===== src/rtl/aes_arb_pkg.sv =====
// Shared types and constants for the AES job arbiter: FSM states, response codes,
// job/response payloads and small helpers.
package aes_arb_pkg;

    localparam int unsigned ADDR_W    = 32;
    localparam int unsigned CNT_W     = 32;
    localparam int unsigned RES_W     = 128;
    localparam int unsigned IDX_W     = 3;
    localparam int unsigned STAT_W    = 2;
    localparam int unsigned MAX_REQ   = 8;
    localparam int unsigned ABORT_CYC = 4;
    localparam int unsigned ABORT_W   = 2;

    typedef enum logic [2:0] {
        ST_IDLE   = 3'd0,
        ST_GRANT  = 3'd1,
        ST_LAUNCH = 3'd2,
        ST_BUSY   = 3'd3,
        ST_ABORT  = 3'd4,
        ST_RESP   = 3'd5
    } arb_state_e;

    localparam logic [STAT_W-1:0] RSP_OK      = 2'd0;
    localparam logic [STAT_W-1:0] RSP_BAD_LEN = 2'd1;
    localparam logic [STAT_W-1:0] RSP_TIMEOUT = 2'd2;

    typedef struct packed {
        logic [IDX_W-1:0]  id;
        logic [ADDR_W-1:0] addr;
        logic [CNT_W-1:0]  chunks;
    } job_t;

    typedef struct packed {
        logic [IDX_W-1:0]  id;
        logic [STAT_W-1:0] status;
        logic [RES_W-1:0]  result;
    } rsp_t;

    // Legal chunk counts are 1..max_chunks inclusive.
    function automatic logic len_ok(input logic [CNT_W-1:0] chunks,
                                    input int unsigned      max_chunks);
        return (chunks != '0) && (chunks <= CNT_W'(max_chunks));
    endfunction

    // Owner index plus one, wrapping at the requester count.
    function automatic logic [IDX_W-1:0] next_idx(input logic [IDX_W-1:0] idx,
                                                  input int unsigned      n);
        int unsigned nxt;
        nxt = 32'(idx) + 32'd1;
        return (nxt >= n) ? '0 : IDX_W'(nxt);
    endfunction

endpackage


===== src/rtl/aes_rr_pick.sv =====
// Combinational rotating-priority picker: first set request at or above ptr,
// wrapping from N_REQ-1 back to 0.
module aes_rr_pick
    import aes_arb_pkg::*;
#(
    parameter int unsigned N_REQ = 4
) (
    input  logic [N_REQ-1:0] req,
    input  logic [IDX_W-1:0] ptr,
    output logic [N_REQ-1:0] grant_c,
    output logic [IDX_W-1:0] idx_c,
    output logic             found_c
);

    logic [2*N_REQ-1:0] dbl;
    logic [N_REQ-1:0]   rot;

    // Rotate so that bit 0 of rot is the requester at the pointer.
    always_comb begin
        dbl = {req, req};
        rot = N_REQ'(dbl >> ptr);
    end

    always_comb begin
        int unsigned sum;
        grant_c = '0;
        idx_c   = '0;
        found_c = 1'b0;
        sum     = 0;
        for (int unsigned k = 0; k < N_REQ; k++) begin
            if (!found_c && rot[k]) begin
                found_c = 1'b1;
                sum     = 32'(ptr) + k;
                if (sum >= N_REQ) begin
                    sum = sum - N_REQ;
                end
                idx_c = IDX_W'(sum);
            end
        end
        if (found_c) begin
            grant_c = N_REQ'(1) << idx_c;
        end
    end

endmodule


===== src/rtl/aes_job_arbiter.sv =====
// Shares one AES engine between N_REQ requesters: round-robin job grant, engine launch,
// watchdog with abort, and response return to the owning requester.
module aes_job_arbiter #(
    parameter int unsigned N_REQ       = 4,
    parameter int unsigned TIMEOUT_CYC = 1048576,
    parameter int unsigned MAX_CHUNKS  = 65536
) (
    input  logic                 aes_clk,
    input  logic                 aes_rst,
    input  logic [N_REQ-1:0]     req_valid,
    output logic [N_REQ-1:0]     req_ready,
    input  logic [32*N_REQ-1:0]  req_addr,
    input  logic [32*N_REQ-1:0]  req_chunks,
    output logic                 rsp_valid,
    input  logic                 rsp_ready,
    output logic [2:0]           rsp_id,
    output logic [1:0]           rsp_status,
    output logic [127:0]         rsp_result,
    output logic                 eng_start,
    output logic [31:0]          eng_addr_start,
    output logic [31:0]          eng_num_chunks,
    input  logic                 eng_complete,
    input  logic [127:0]         eng_result,
    output logic                 eng_abort,
    output logic                 busy
);
    import aes_arb_pkg::*;

    localparam int unsigned     WD_W    = $clog2(TIMEOUT_CYC) + 1;
    localparam logic [WD_W-1:0] WD_LAST = WD_W'(TIMEOUT_CYC - 1);

    arb_state_e          state_q, state_d;
    logic [IDX_W-1:0]    ptr_q, ptr_d;
    job_t                job_q, job_d;
    logic [WD_W-1:0]     wd_q, wd_d;
    logic [ABORT_W-1:0]  abort_cnt_q, abort_cnt_d;
    rsp_t                rsp_q, rsp_d;
    logic [N_REQ-1:0]    req_ready_q, req_ready_d;
    logic                rsp_valid_q, rsp_valid_d;
    logic                eng_start_q, eng_start_d;
    logic                eng_abort_q, eng_abort_d;
    logic                busy_q, busy_d;

    logic [N_REQ-1:0]    grant_c;
    logic [IDX_W-1:0]    pick_idx_c;
    logic                found_c;

    logic [ADDR_W-1:0]   addr_arr   [MAX_REQ];
    logic [CNT_W-1:0]    chunks_arr [MAX_REQ];

    // Unpack the flat request buses; unused slots read as zero so a 3-bit index is always legal.
    for (genvar g = 0; g < MAX_REQ; g++) begin : g_unpack
        if (g < N_REQ) begin : g_live
            assign addr_arr[g]   = req_addr[ADDR_W*g +: ADDR_W];
            assign chunks_arr[g] = req_chunks[CNT_W*g +: CNT_W];
        end else begin : g_pad
            assign addr_arr[g]   = '0;
            assign chunks_arr[g] = '0;
        end
    end

    aes_rr_pick #(
        .N_REQ (N_REQ)
    ) u_pick (
        .req     (req_valid),
        .ptr     (ptr_q),
        .grant_c (grant_c),
        .idx_c   (pick_idx_c),
        .found_c (found_c)
    );

    // Next-state and next-output logic; every output is registered from these values.
    always_comb begin
        state_d     = state_q;
        ptr_d       = ptr_q;
        job_d       = job_q;
        wd_d        = wd_q;
        abort_cnt_d = abort_cnt_q;
        rsp_d       = rsp_q;
        req_ready_d = '0;
        eng_start_d = 1'b0;

        case (state_q)
            ST_IDLE: begin
                if (|req_valid) begin
                    state_d = ST_GRANT;
                end
            end

            ST_GRANT: begin
                if (found_c) begin
                    req_ready_d  = grant_c;
                    job_d.id     = pick_idx_c;
                    job_d.addr   = addr_arr[pick_idx_c];
                    job_d.chunks = chunks_arr[pick_idx_c];
                    if (len_ok(chunks_arr[pick_idx_c], MAX_CHUNKS)) begin
                        state_d = ST_LAUNCH;
                    end else begin
                        rsp_d.id     = pick_idx_c;
                        rsp_d.status = RSP_BAD_LEN;
                        rsp_d.result = '0;
                        state_d      = ST_RESP;
                    end
                end else begin
                    // Requester withdrew before the grant; nothing to serve.
                    state_d = ST_IDLE;
                end
            end

            ST_LAUNCH: begin
                eng_start_d = 1'b1;
                wd_d        = '0;
                state_d     = ST_BUSY;
            end

            ST_BUSY: begin
                wd_d = wd_q + WD_W'(1);
                if (eng_complete) begin
                    rsp_d.id     = job_q.id;
                    rsp_d.status = RSP_OK;
                    rsp_d.result = eng_result;
                    state_d      = ST_RESP;
                end else if (wd_q == WD_LAST) begin
                    rsp_d.id     = job_q.id;
                    rsp_d.status = RSP_TIMEOUT;
                    rsp_d.result = '0;
                    abort_cnt_d  = '0;
                    state_d      = ST_ABORT;
                end
            end

            ST_ABORT: begin
                abort_cnt_d = abort_cnt_q + ABORT_W'(1);
                if (abort_cnt_q == ABORT_W'(ABORT_CYC - 1)) begin
                    state_d = ST_RESP;
                end
            end

            ST_RESP: begin
                if (rsp_ready) begin
                    ptr_d   = next_idx(job_q.id, N_REQ);
                    state_d = ST_IDLE;
                end
            end

            default: begin
                state_d = ST_IDLE;
            end
        endcase

        rsp_valid_d = (state_d == ST_RESP);
        eng_abort_d = (state_d == ST_ABORT);
        busy_d      = (state_d != ST_IDLE);
    end

    always_ff @(posedge aes_clk) begin
        if (aes_rst) begin
            state_q     <= ST_IDLE;
            ptr_q       <= '0;
            job_q       <= '0;
            wd_q        <= '0;
            abort_cnt_q <= '0;
            rsp_q       <= '0;
            req_ready_q <= '0;
            rsp_valid_q <= 1'b0;
            eng_start_q <= 1'b0;
            eng_abort_q <= 1'b0;
            busy_q      <= 1'b0;
        end else begin
            state_q     <= state_d;
            ptr_q       <= ptr_d;
            job_q       <= job_d;
            wd_q        <= wd_d;
            abort_cnt_q <= abort_cnt_d;
            rsp_q       <= rsp_d;
            req_ready_q <= req_ready_d;
            rsp_valid_q <= rsp_valid_d;
            eng_start_q <= eng_start_d;
            eng_abort_q <= eng_abort_d;
            busy_q      <= busy_d;
        end
    end

    assign req_ready      = req_ready_q;
    assign rsp_valid      = rsp_valid_q;
    assign rsp_id         = rsp_q.id;
    assign rsp_status     = rsp_q.status;
    assign rsp_result     = rsp_q.result;
    assign eng_start      = eng_start_q;
    assign eng_addr_start = job_q.addr;
    assign eng_num_chunks = job_q.chunks;
    assign eng_abort      = eng_abort_q;
    assign busy           = busy_q;

endmodule


===== config.mk =====
export PLATFORM = sky130hd
export DESIGN_NAME = aes_job_arbiter
export DESIGN_NICKNAME = d
export VERILOG_FILES = /design/src/rtl/aes_arb_pkg.sv /design/src/rtl/aes_rr_pick.sv /design/src/rtl/aes_job_arbiter.sv
export SDC_FILE = /design/constraint.sdc
export NUM_CORES = 1
export LEC_CHECK = 0
export BUFFER_PORTS_ARGS = -buffer_cell sky130_fd_sc_hd__clkbuf_2
export CAP_MARGIN = 5
export CORE_AREA = 2 2 229 231
export CTS_CLUSTER_DIAMETER = 30
export DETAILED_ROUTE_END_ITERATION = 8
export DIE_AREA = 0 0 231 233
export GPL_TIMING_DRIVEN = 0
export PLACE_DENSITY = 0.46
export SLEW_MARGIN = 10
export SYNTH_ARGS = -nofsm -noshare
export SYNTH_HDL_FRONTEND = slang
export SYNTH_SLANG_ARGS = --single-unit

===== constraint.sdc =====
create_clock -name aes_clk -period 5.1 [get_ports aes_clk]
set_input_delay 0.255 -clock aes_clk [delete_from_list [all_inputs] [get_ports aes_clk]]
set_output_delay 0.255 -clock aes_clk [all_outputs]
set_load 0.02 [all_outputs]

==> results.json, run 1 <==
{
  "ir_worst_vdd_mv": 0.195,
  "slew_headroom": 0.298,
  "startpoint": "ptr_q[0]",
  "layout_commonest_cell": "clkbuf_2",
  "power_density_nw_per_um2": 472,
  "syn_nets": 1561,
  "final_antenna_net_count": 0,
  "final-max-slew-violation-count": 0,
  "slowest_stage": "mux4_2",
  "critPathBufInv": 5,
  "crit_required_ns": 5.61,
  "cap_violations": 0,
  "cp-end-kind": "flip-flop",
  "die_area_um2": 53800,
  "drc": 0,
  "leakage_nw": 8.70,
  "syn_avg_cell_area_um2": 9.13,
  "syn_inst": 1165,
  "status": "complete, no violations",
  "worst_clock_skew_ns": 0.0206,
  "arrival_ns": 5.36,
  "path_max_fanout": 10,
  "cts_buffer_depth": 3,
  "final_cell_mix": "clkbuf_2, dfxtp_1, nand2_1, dlygate4sd3_1, a22o_1",
  "fin_crit_ns": 4.84,
  "num_rows": 83,
  "drt_wl_total_um": 54700,
  "finalCritPeriodShare": 0.949,
  "post_drt_wl_per_cell_um": 20.1,
  "place_hpwl_um": 42700,
  "clockRootBuffer": "clkbuf_16",
  "grt_max_degree": 11,
  "clkSinkCount": 237,
  "insertion_delay_ns": 0.58,
  "path_clk_slew_ns": 0.05,
  "tightest_slew_ns": 1.04,
  "final_area_um2": 18700,
  "initial_core_util": 0.208,
  "instances_no_fill": 2716,
  "viasPerCell": 4.48,
  "fmax_mhz": 207,
  "synth.ff_latch_count": 237,
  "ys_warn_count": 0,
  "r2r_start": "ptr_q[0]",
  "fin_tns_setup_ns": 0,
  "startpoint_type": "flip-flop",
  "cts_tree": "built",
  "drt-initial-drc-count": 462,
  "drt_pre_antenna_iters": 5,
  "path_cells": "buf_2, mux4_2, o21bai_1, o221a_2, nor3_4, buf_4, mux4_2, nor4_2, nand4_1, a22o_2, nor3_4, buf_4, buf_6, buf_6, a22o_1",
  "io_pins": 597,
  "post-place-cells": 2440,
  "fp.dieW_um": 231,
  "synth-seq-area-share": 0.446,
  "worstSetupPathType": "flip-flop to flip-flop",
  "max_stage_delay_ns": 0.59,
  "synth_cell_types": 58,
  "diodes": 0,
  "ys.flop_type": "dfxtp_1",
  "placed_area_um2": 14500,
  "gp_congestion": 0.939,
  "grt_setup_unrepaired": "no",
  "num_vias": 12175,
  "fp.dieH_um": 233,
  "fin_util": 0.365,
  "cts_max_level": 3,
  "async_flop_share": 0,
  "final_layout_size_suffix_gt1_frac": 0.420,
  "synth_edf_count": 0,
  "hold_class": "input port to flip-flop",
  "antenna_found_initial": 4,
  "grt_pass1_wl_um": 77600,
  "core_um2": 51100,
  "hold_slack_ns": 0.0795,
  "syn_area_um2": 10600,
  "grt_pass1_vias": 12660,
  "hold_start": "req_addr[62]",
  "nNetsFinal": 2370,
  "cts_made_buffers": 76,
  "gr-total-overflow": 0,
  "nFillCells": 5262,
  "path_delay_family": "simple AND/OR/NAND/NOR gates",
  "setup_violations": 0,
  "syn_to_final_growth_pct": 75.4,
  "hold_viol_final": 0,
  "io_buffer_count": 595,
  "grt_usage": 0.195
}
worst register-to-register path, stage by stage (launching register included):
cell and delay, ns:
dfxtp_1 0.30, buf_2 0.18, mux4_2 0.56, o21bai_1 0.21
o221a_2 0.34, nor3_4 0.18, buf_4 0.33, mux4_2 0.61
nor4_2 0.43, nand4_1 0.36, a22o_2 0.40, nor3_4 0.20
buf_4 0.15, buf_6 0.18, buf_6 0.19, a22o_1 0.17
timing repair:
item | CTS | global route
pin swaps | 2 | 4
gates resized for setup | 28 | 10
endpoints found under the setup margin | 139 | 120
hold buffers | 132 | 0
gates cloned | 0 | 0
buffers inserted | 2 | 2
endpoints found under the hold margin | 132 | 0
registers in the layout, summed over array words and instances, names as in the netlist, 2 cells and up:
name	cells
abort_cnt_q	2
eng_addr_start	32
eng_num_chunks	32
job_q	3
ptr_q	3
req_ready	4
rsp_id	3
rsp_result	128
rsp_status	2
state_q	3
wd_q	21
layer usage:
metal / global-route usage / wire, um / vias to the layer above
met1: 0.198 / 20100 / 5640
met2: 0.361 / 28100 / 603
met5: 0 / 0 / -
met4: 0.0966 / 2110 / 0
met3: 0.0576 / 4330 / 110
li1: - / - / 5822
final cells by class:
| class | instances | area (um^2) | area share |
|---|---|---|---|
| clock inverter | 39 | 568 | 0.0304 |
| buffer | 157 | 981 | 0.0526 |
| sequential | 237 | 4740 | 0.254 |
| timing repair buffer | 731 | 4340 | 0.233 |
| multi-input combinational | 761 | 5020 | 0.269 |
| clock buffer | 101 | 2120 | 0.114 |
| inverter | 10 | 37.5 | 0.00201 |
| tap | 680 | 851 | 0.0456 |
where the power goes:
group	switching, W	internal [W]	total [W]
Combinational	0.00112	0.000756	0.00188
Sequential	0.0000707	0.00198	0.00205
Clock	0.00134	0.00354	0.00489
Total	0.00253	0.00628	0.00882
cells by family (layout without fill, tap and decap cells):
family                     after synthesis  count (layout)  share of synthesized area
AOI/OAI and AO/OA                      306             306                      0.210
DFF                                    237             237                      0.446
muxes                                   40              40                     0.0743
xor gates and xnor gates                 6               6                    0.00494
buffers and inverters                  167            1038                     0.0909
adders and majority gates                4               4                    0.00470
and+or+nand+nor                        405             405                      0.169
worst paths after layout:
| check | to | depth (start not counted) | slack (ns) |
|---|---|---|---|
| max | rsp_result[55] | 15 | 0.26 |
| min | eng_addr_start[30] | 5 | 0.08 |
| max reg2reg | rsp_result[55] | 15 | 0.26 |
| min reg2reg | eng_num_chunks[21] | 2 | 0.45 |
metrics by stage:
step	total power [W]	setup slack (ns)
finish	0.00882	0.258
global route	0.00920	0.0164
CTS	0.00894	0.0232
floorplan	0.00310	0.965
detailed placement	0.00385	-1.58
global placement	0.00384	-1.93
synth_stat cells (15+ instances only):
cell type	n	area, um^2
dfxtp_1	237	4740
o21ai_0	19	95.1
a21oi_1	92	460
nor3_1	15	75.1
mux4_2	31	698
nand3_1	17	85.1
and3_1	37	231
nand2_1	217	815
a22o_1	129	1130
nor2_1	77	289
clkbuf_1	66	248
a311oi_1	29	254
buf_4	69	518
Power figures use the tool's default switching activity.
==> run 2, diff against run 1 <==
--- a/config.mk
+++ b/config.mk
@@ -11,7 +11,6 @@
 export CTS_CLUSTER_DIAMETER = 30
 export DETAILED_ROUTE_END_ITERATION = 8
 export DIE_AREA = 0 0 231 233
-export GPL_TIMING_DRIVEN = 0
 export PLACE_DENSITY = 0.46
 export SLEW_MARGIN = 10
 export SYNTH_ARGS = -nofsm -noshare
==> constraint.sdc (replaced) <==
create_clock -name aes_clk -period 5.1 [get_ports aes_clk]
set_input_delay 1.02 -clock aes_clk [delete_from_list [all_inputs] [get_ports aes_clk]]
set_output_delay 1.02 -clock aes_clk [all_outputs]
set_load 0.02 [all_outputs]
==> run 2 against run 1 <==
Effect of this change: core utilization fell by 4.3 points; critical path depth did not move; flip-flop and latch count did not move; combinational power fell by 16%; count of clock-buffer cells in the layout fell by 11; global-route usage fell by 2.3 points; largest cell class is now multi-input gates; sequential power barely moved; total power fell by 9.9%; routed wire length fell by 11%; critical endpoint is now rsp_result[2]; worst setup slack got worse by 0.041 ns; sequential share of layout area rose by 3.4 points.
==> results.json, run 2 (synthesized netlist as in run 1, its figures left out) <==
{
  "cts_buffer_depth": 3,
  "final_antenna_net_count": 0,
  "fin_tns_setup_ns": 0,
  "ir_worst_vdd_mv": 0.189,
  "arrival_ns": 5.34,
  "clkSinkCount": 237,
  "cts_made_buffers": 68,
  "fin_crit_ns": 4.88,
  "syn_to_final_growth_pct": 54.7,
  "largest_register_ffs": 128,
  "final_layout_size_suffix_gt1_frac": 0.452,
  "final_area_um2": 16500,
  "cap_violations": 0,
  "place_hpwl_um": 37500,
  "dp_slack_ns": -0.820,
  "post_drt_wl_per_cell_um": 19.7,
  "tightest_slew_ns": 0.914,
  "hold_viol_final": 0,
  "diodes": 0,
  "final_cell_mix": "clkbuf_2, dfxtp_1, nand2_1, a22o_1, a21oi_1",
  "fp.dieH_um": 233,
  "placed_area_um2": 14100,
  "gp_congestion": 0.874,
  "initial_core_util": 0.208,
  "grt_pass1_wl_um": 69200,
  "fin_util": 0.322,
  "io_pins": 597,
  "drt-initial-drc-count": 465,
  "worst_clock_skew_ns": 0.0136,
  "insertion_delay_ns": 0.57,
  "hold_class": "flip-flop to flip-flop",
  "viasPerCell": 4.55,
  "drt_pre_antenna_iters": 5,
  "fmax_mhz": 205,
  "gr-total-overflow": 0,
  "drc": 0,
  "core_um2": 51100,
  "nNetsFinal": 2119,
  "die_area_um2": 53800,
  "path_max_fanout": 28,
  "slew_headroom": 0.385,
  "cts_max_level": 3,
  "power_density_nw_per_um2": 483,
  "clockRootBuffer": "clkbuf_16",
  "antenna_found_initial": 4,
  "fp.dieW_um": 231,
  "grt_setup_unrepaired": "no",
  "max_stage_delay_ns": 0.60,
  "slowest_stage": "nor4_2",
  "grt_usage": 0.172,
  "leakage_nw": 7.68,
  "layout_setup_ws_ns": 0.218,
  "path_clk_slew_ns": 0.05,
  "crit_path_frequent_cell": "buf_12",
  "cts_tree": "built",
  "crit_required_ns": 5.55,
  "postCtsSetupRepairBufs": 0,
  "layout_commonest_cell": "clkbuf_2",
  "status": "complete, no violations",
  "setup_violations": 0,
  "startpoint_type": "input port",
  "path_cells": "clkbuf_2, mux4_2, o21bai_1, o221a_2, nor3_2, buf_12, mux4_2, nor4_2, nand4_1, buf_4, o32ai_2, nor3_4, buf_12, buf_12, a22o_1",
  "io_buffer_count": 596,
  "drt_wl_total_um": 48500,
  "finalCritPeriodShare": 0.957,
  "final-max-slew-violation-count": 0,
  "num_vias": 11178,
  "grt_pass1_vias": 11140,
  "worstSetupPathType": "input port to flip-flop",
  "grt_max_degree": 100,
  "cp-end-kind": "flip-flop",
  "num_rows": 83,
  "hold_slack_ns": 0.451
}
[run 2: cell types whose count changed in the layout (fill, tap and decap cells not counted), moves of 3 or more]
cell / delta
dlygate4sd3_1: -132
clkbuf_1: -67
buf_4: -31
buf_6: -16
buf_12: +9
clkbuf_16: -9
buf_1: -5
bufinv_16: -5
inv_6: -4
clkinv_8: +3
nor4_4: -3
[run 2: path summary, 6_finish.rpt]
kind | from | endpoint | slack [ns] | cells past startpoint
min | eng_num_chunks[24] | eng_num_chunks[24] | 0.45 | 2
max reg2reg | ptr_q[1] | rsp_result[2] | 0.30 | 14
max | req_valid[3] | rsp_result[2] | 0.22 | 15
min reg2reg | eng_num_chunks[24] | eng_num_chunks[24] | 0.45 | 2
[run 2: power by group]
| group | switching [W] | internal (W) |
|---|---|---|
| Sequential | 0.0000780 | 0.00198 |
| Combinational | 0.000981 | 0.000592 |
| Clock | 0.00131 | 0.00301 |
| Total | 0.00237 | 0.00558 |
[run 2: cell type report]
type                            count  area (um^2)
Clock buffer                       90         1890
Timing Repair Buffer              645         3480
Clock inverter                     35          467
Tap cell                          680          851
Sequential cell                   237         4740
Fill cell                        5445        34600
Inverter                           10         37.5
Multi-Input combinational cell    761         5000
[run 2: stage by stage]
stage / std cells / power (W)
after floorplan: 1165 / 0.00310
after global placement: 2333 / 0.00368
after detailed placement: 2333 / 0.00369
after CTS: 2458 / 0.00809
after global routing: 2458 / 0.00832
final: 2458 / 0.00795
[run 2: timing repair]
| item | CTS | global route |
|---|---|---|
| endpoints found under the hold margin | 0 | 0 |
| gates resized for setup | 3 | 0 |
| hold buffers | 0 | 0 |
| setup endpoints to repair | 137 | 0 |
[run 2: metal layers]
layer	vias to the layer above	part of all wire	GRT usage
met5	-	0.00027	0
met4	2	0.034	0.0821
met3	91	0.078	0.0504
met2	531	0.51	0.311
met1	5245	0.37	0.183
li1	5309	-	-
[run 2: worst max-delay path, delay by kind of cell]
family          cells  cell delay, ns
mux                 2            1.06
buf+inv             5            0.94
simple gates        4            1.23
compound gates      4            1.02
==> run 3, diff against run 2 <==
--- a/config.mk
+++ b/config.mk
@@ -7,12 +7,15 @@
 export LEC_CHECK = 0
 export BUFFER_PORTS_ARGS = -buffer_cell sky130_fd_sc_hd__clkbuf_2
 export CAP_MARGIN = 5
-export CORE_AREA = 2 2 229 231
+export CELL_PAD_IN_SITES_DETAIL_PLACEMENT = 2
+export CELL_PAD_IN_SITES_GLOBAL_PLACEMENT = 2
+export CORE_AREA = 2 2 234 236
 export CTS_CLUSTER_DIAMETER = 30
 export DETAILED_ROUTE_END_ITERATION = 8
-export DIE_AREA = 0 0 231 233
-export PLACE_DENSITY = 0.46
+export DIE_AREA = 0 0 236 238
+export PLACE_DENSITY = 0.67
 export SLEW_MARGIN = 10
 export SYNTH_ARGS = -nofsm -noshare
 export SYNTH_HDL_FRONTEND = slang
+export SYNTH_HIERARCHICAL = 1
 export SYNTH_SLANG_ARGS = --single-unit
==> run 3 against run 2 <==
Effect of this change: synthesized cell count fell by 18%; highest routed layer unchanged; routed wire length rose by 1.9%; count of clock-buffer cells in the layout rose by 13; critical path type is now flip-flop to flip-flop; sequential share of layout area rose by 0.48 points; combinational power fell by 44%; synthesized area fell by 1.4%.
==> results.json, run 3 <==
{
  "cts_max_level": 3,
  "cap_violations": 0,
  "power_density_nw_per_um2": 454,
  "drt_wl_total_um": 49400,
  "fin_util": 0.303,
  "syn_inst": 954,
  "cts_made_buffers": 71,
  "nNetsFinal": 1905,
  "status": "complete, no violations",
  "postCtsSetupRepairBufs": 0,
  "cp-end-kind": "flip-flop",
  "combPwrFrac": 0.120,
  "syn_to_final_growth_pct": 54.3,
  "ys.flop_type": "dfxtp_1",
  "final_antenna_net_count": 0,
  "path_cells": "mux4_2, a2111o_1, o32ai_4, buf_12, mux4_2, nor4_1, nand4_1, xnor2_1, buf_4, o21ai_4, and2b_4, buf_4, a22o_1",
  "cts_buffer_depth": 3,
  "num_rows": 85,
  "insertion_delay_ns": 0.58,
  "gp_congestion": 0.844,
  "switching_share": 0.250,
  "synthTopCellsByCount": "dfxtp_1, a22o_1, nor2_1",
  "hold_class": "flip-flop to flip-flop",
  "synth_cell_types": 57,
  "final_layout_size_suffix_gt1_frac": 0.520,
  "num_vias": 10404,
  "io_pins": 597,
  "finalCritPeriodShare": 0.930,
  "worstSetupPathType": "flip-flop to flip-flop",
  "arrival_ns": 5.25,
  "path_max_fanout": 44,
  "worst_clock_skew_ns": 0.0238,
  "grt_max_degree": 124,
  "syn_avg_cell_area_um2": 11.0,
  "place_hpwl_um": 37900,
  "layout_commonest_cell": "clkbuf_2",
  "final-max-slew-violation-count": 0,
  "syn_area_um2": 10500,
  "setup_violations": 0,
  "cts_hold_buf": 0,
  "ys_warn_count": 6,
  "synthTopCellsByArea": "dfxtp_1, mux4_2, a22o_1",
  "grt_usage": 0.172,
  "synth_edf_count": 0,
  "antenna_found_initial": 11,
  "clkSinkCount": 237,
  "gr-total-overflow": 0,
  "final_cell_mix": "clkbuf_2, dfxtp_1, a22o_1, nor2_1, clkbuf_16",
  "viasPerCell": 4.59,
  "fp.dieW_um": 236,
  "async_flop_share": 0,
  "fp.dieH_um": 238,
  "core_um2": 53500,
  "synth.ff_latch_count": 237,
  "cell_internal_pwr_w": 0.00551,
  "drt_pre_antenna_iters": 5,
  "initial_core_util": 0.196,
  "slew_headroom": 0.354,
  "grt_pass1_vias": 11679,
  "ir_worst_vdd_mv": 0.206,
  "placed_area_um2": 13700,
  "clockRootBuffer": "clkbuf_16",
  "pwr-share-seq": 0.267,
  "drc": 0,
  "nFillCells": 5915,
  "max_stage_delay_ns": 0.67,
  "path_delay_family": "compound AO/OA/AOI/OAI gates",
  "path_clk_slew_ns": 0.04,
  "cts_repair_resize_count": 0,
  "synth.largest_area_cell": "dfxtp_1",
  "pwr-share-clk": 0.613,
  "yosysMostFrequentCell": "dfxtp_1",
  "leakage_nw": 7.33,
  "startpoint_type": "flip-flop",
  "fin_crit_ns": 4.74,
  "crit_required_ns": 5.60,
  "critPathBufInv": 3,
  "hold_viol_final": 0,
  "grt_setup_unrepaired": "no",
  "slowest_stage": "dfxtp_1",
  "io_buffer_count": 596,
  "tightest_slew_ns": 0.960,
  "syn_nets": 1350,
  "yosysTopAreaCellShare": 0.452,
  "final_area_um2": 16200,
  "synth-seq-area-share": 0.452,
  "p_switching_w": 0.00183,
  "cts_tree": "built",
  "grt_pass1_wl_um": 73000,
  "die_area_um2": 56200,
  "drt-initial-drc-count": 411,
  "largest_register_ffs": 128,
  "fmax_mhz": 211,
  "post_drt_wl_per_cell_um": 21.8
}
==> run 3: changes by cell type after synthesis, sizes merged, moves of 11 or more <==
cell,change
a21oi,-64
mux4,+34
and3,-35
a22oi,+64
a311oi,-28
nor3,-11
clkbuf,-15
nand2,-183
nor2,+20
==> run 3: final cells by class <==
| cell class | count | area, um^2 | area share |
|---|---|---|---|
| multi-input combinational | 566 | 4800 | 0.297 |
| clock buffer | 103 | 2090 | 0.129 |
| sequential | 237 | 4740 | 0.293 |
| inverter | 9 | 33.8 | 0.00209 |
| timing repair buffer | 624 | 3250 | 0.200 |
| antenna | 9 | 22.5 | 0.00139 |
| clock inverter | 25 | 384 | 0.0237 |
| tap | 696 | 871 | 0.0538 |
==> run 3: power by group through the flow <==
| stage | sequential, W | clock, W | combinational (W) |
|---|---|---|---|
| 2_1_floorplan | 0.00198 | 0 | 0.000574 |
| 5_1_grt | 0.00197 | 0.00473 | 0.000962 |
| 6_report | 0.00196 | 0.00450 | 0.000883 |
| 4_1_cts | 0.00196 | 0.00461 | 0.000901 |
| 3_3_place_gp | 0.00199 | 0 | 0.000875 |
| 3_5_place_dp | 0.00199 | 0 | 0.000897 |
==> run 3: per-stage QoR <==
step                power [W]  hold slack [ns]  setup TNS, ns  worst slack, ns  instances
CTS                   0.00748            0.479              0            0.345       2260
floorplan             0.00256            0.441              0            0.303        954
global route          0.00766            0.490              0            0.116       2267
finish                0.00735            0.473              0            0.358       2269
detailed placement    0.00289            0.467          -2.37          -0.0731       2132
global placement      0.00287            0.456              0           0.0402       2132
==> run 3: worst paths after layout <==
| path | startpoint | end | slack (ns) | cells past startpoint |
|---|---|---|---|---|
| hold reg to reg | rsp_result[90] | rsp_result[90] | 0.47 | 1 |
| setup / recovery | ptr_q[0] | rsp_result[7] | 0.36 | 13 |
| setup reg to reg | ptr_q[0] | rsp_result[7] | 0.36 | 13 |
| hold / removal | rsp_result[90] | rsp_result[90] | 0.47 | 1 |
==> run 3: cells by family (layout without fill, tap and decap cells) <==
group                      Yosys count  in the layout  share of synthesized area
xor gates and xnor gates             9              9                    0.00751
AOI/OAI and AO/OA                  265            265                      0.199
other                                1             10                   0.000357
and+or+nand+nor                    215            215                     0.0959
muxes                               72             72                      0.146
DFF                                237            237                      0.452
adders and majority gates            4              4                    0.00477
buffers and inverters              151            761                     0.0934
==> run 3: per-layer routing <==
| metal | global-route usage | share of wire | up-vias |
|---|---|---|---|
| li1 | - | - | 4693 |
| met1 | 0.168 | 0.35 | 5121 |
| met2 | 0.316 | 0.53 | 500 |
| met3 | 0.0739 | 0.092 | 86 |
| met4 | 0.0730 | 0.028 | 4 |
| met5 | 0 | 0.00047 | - |
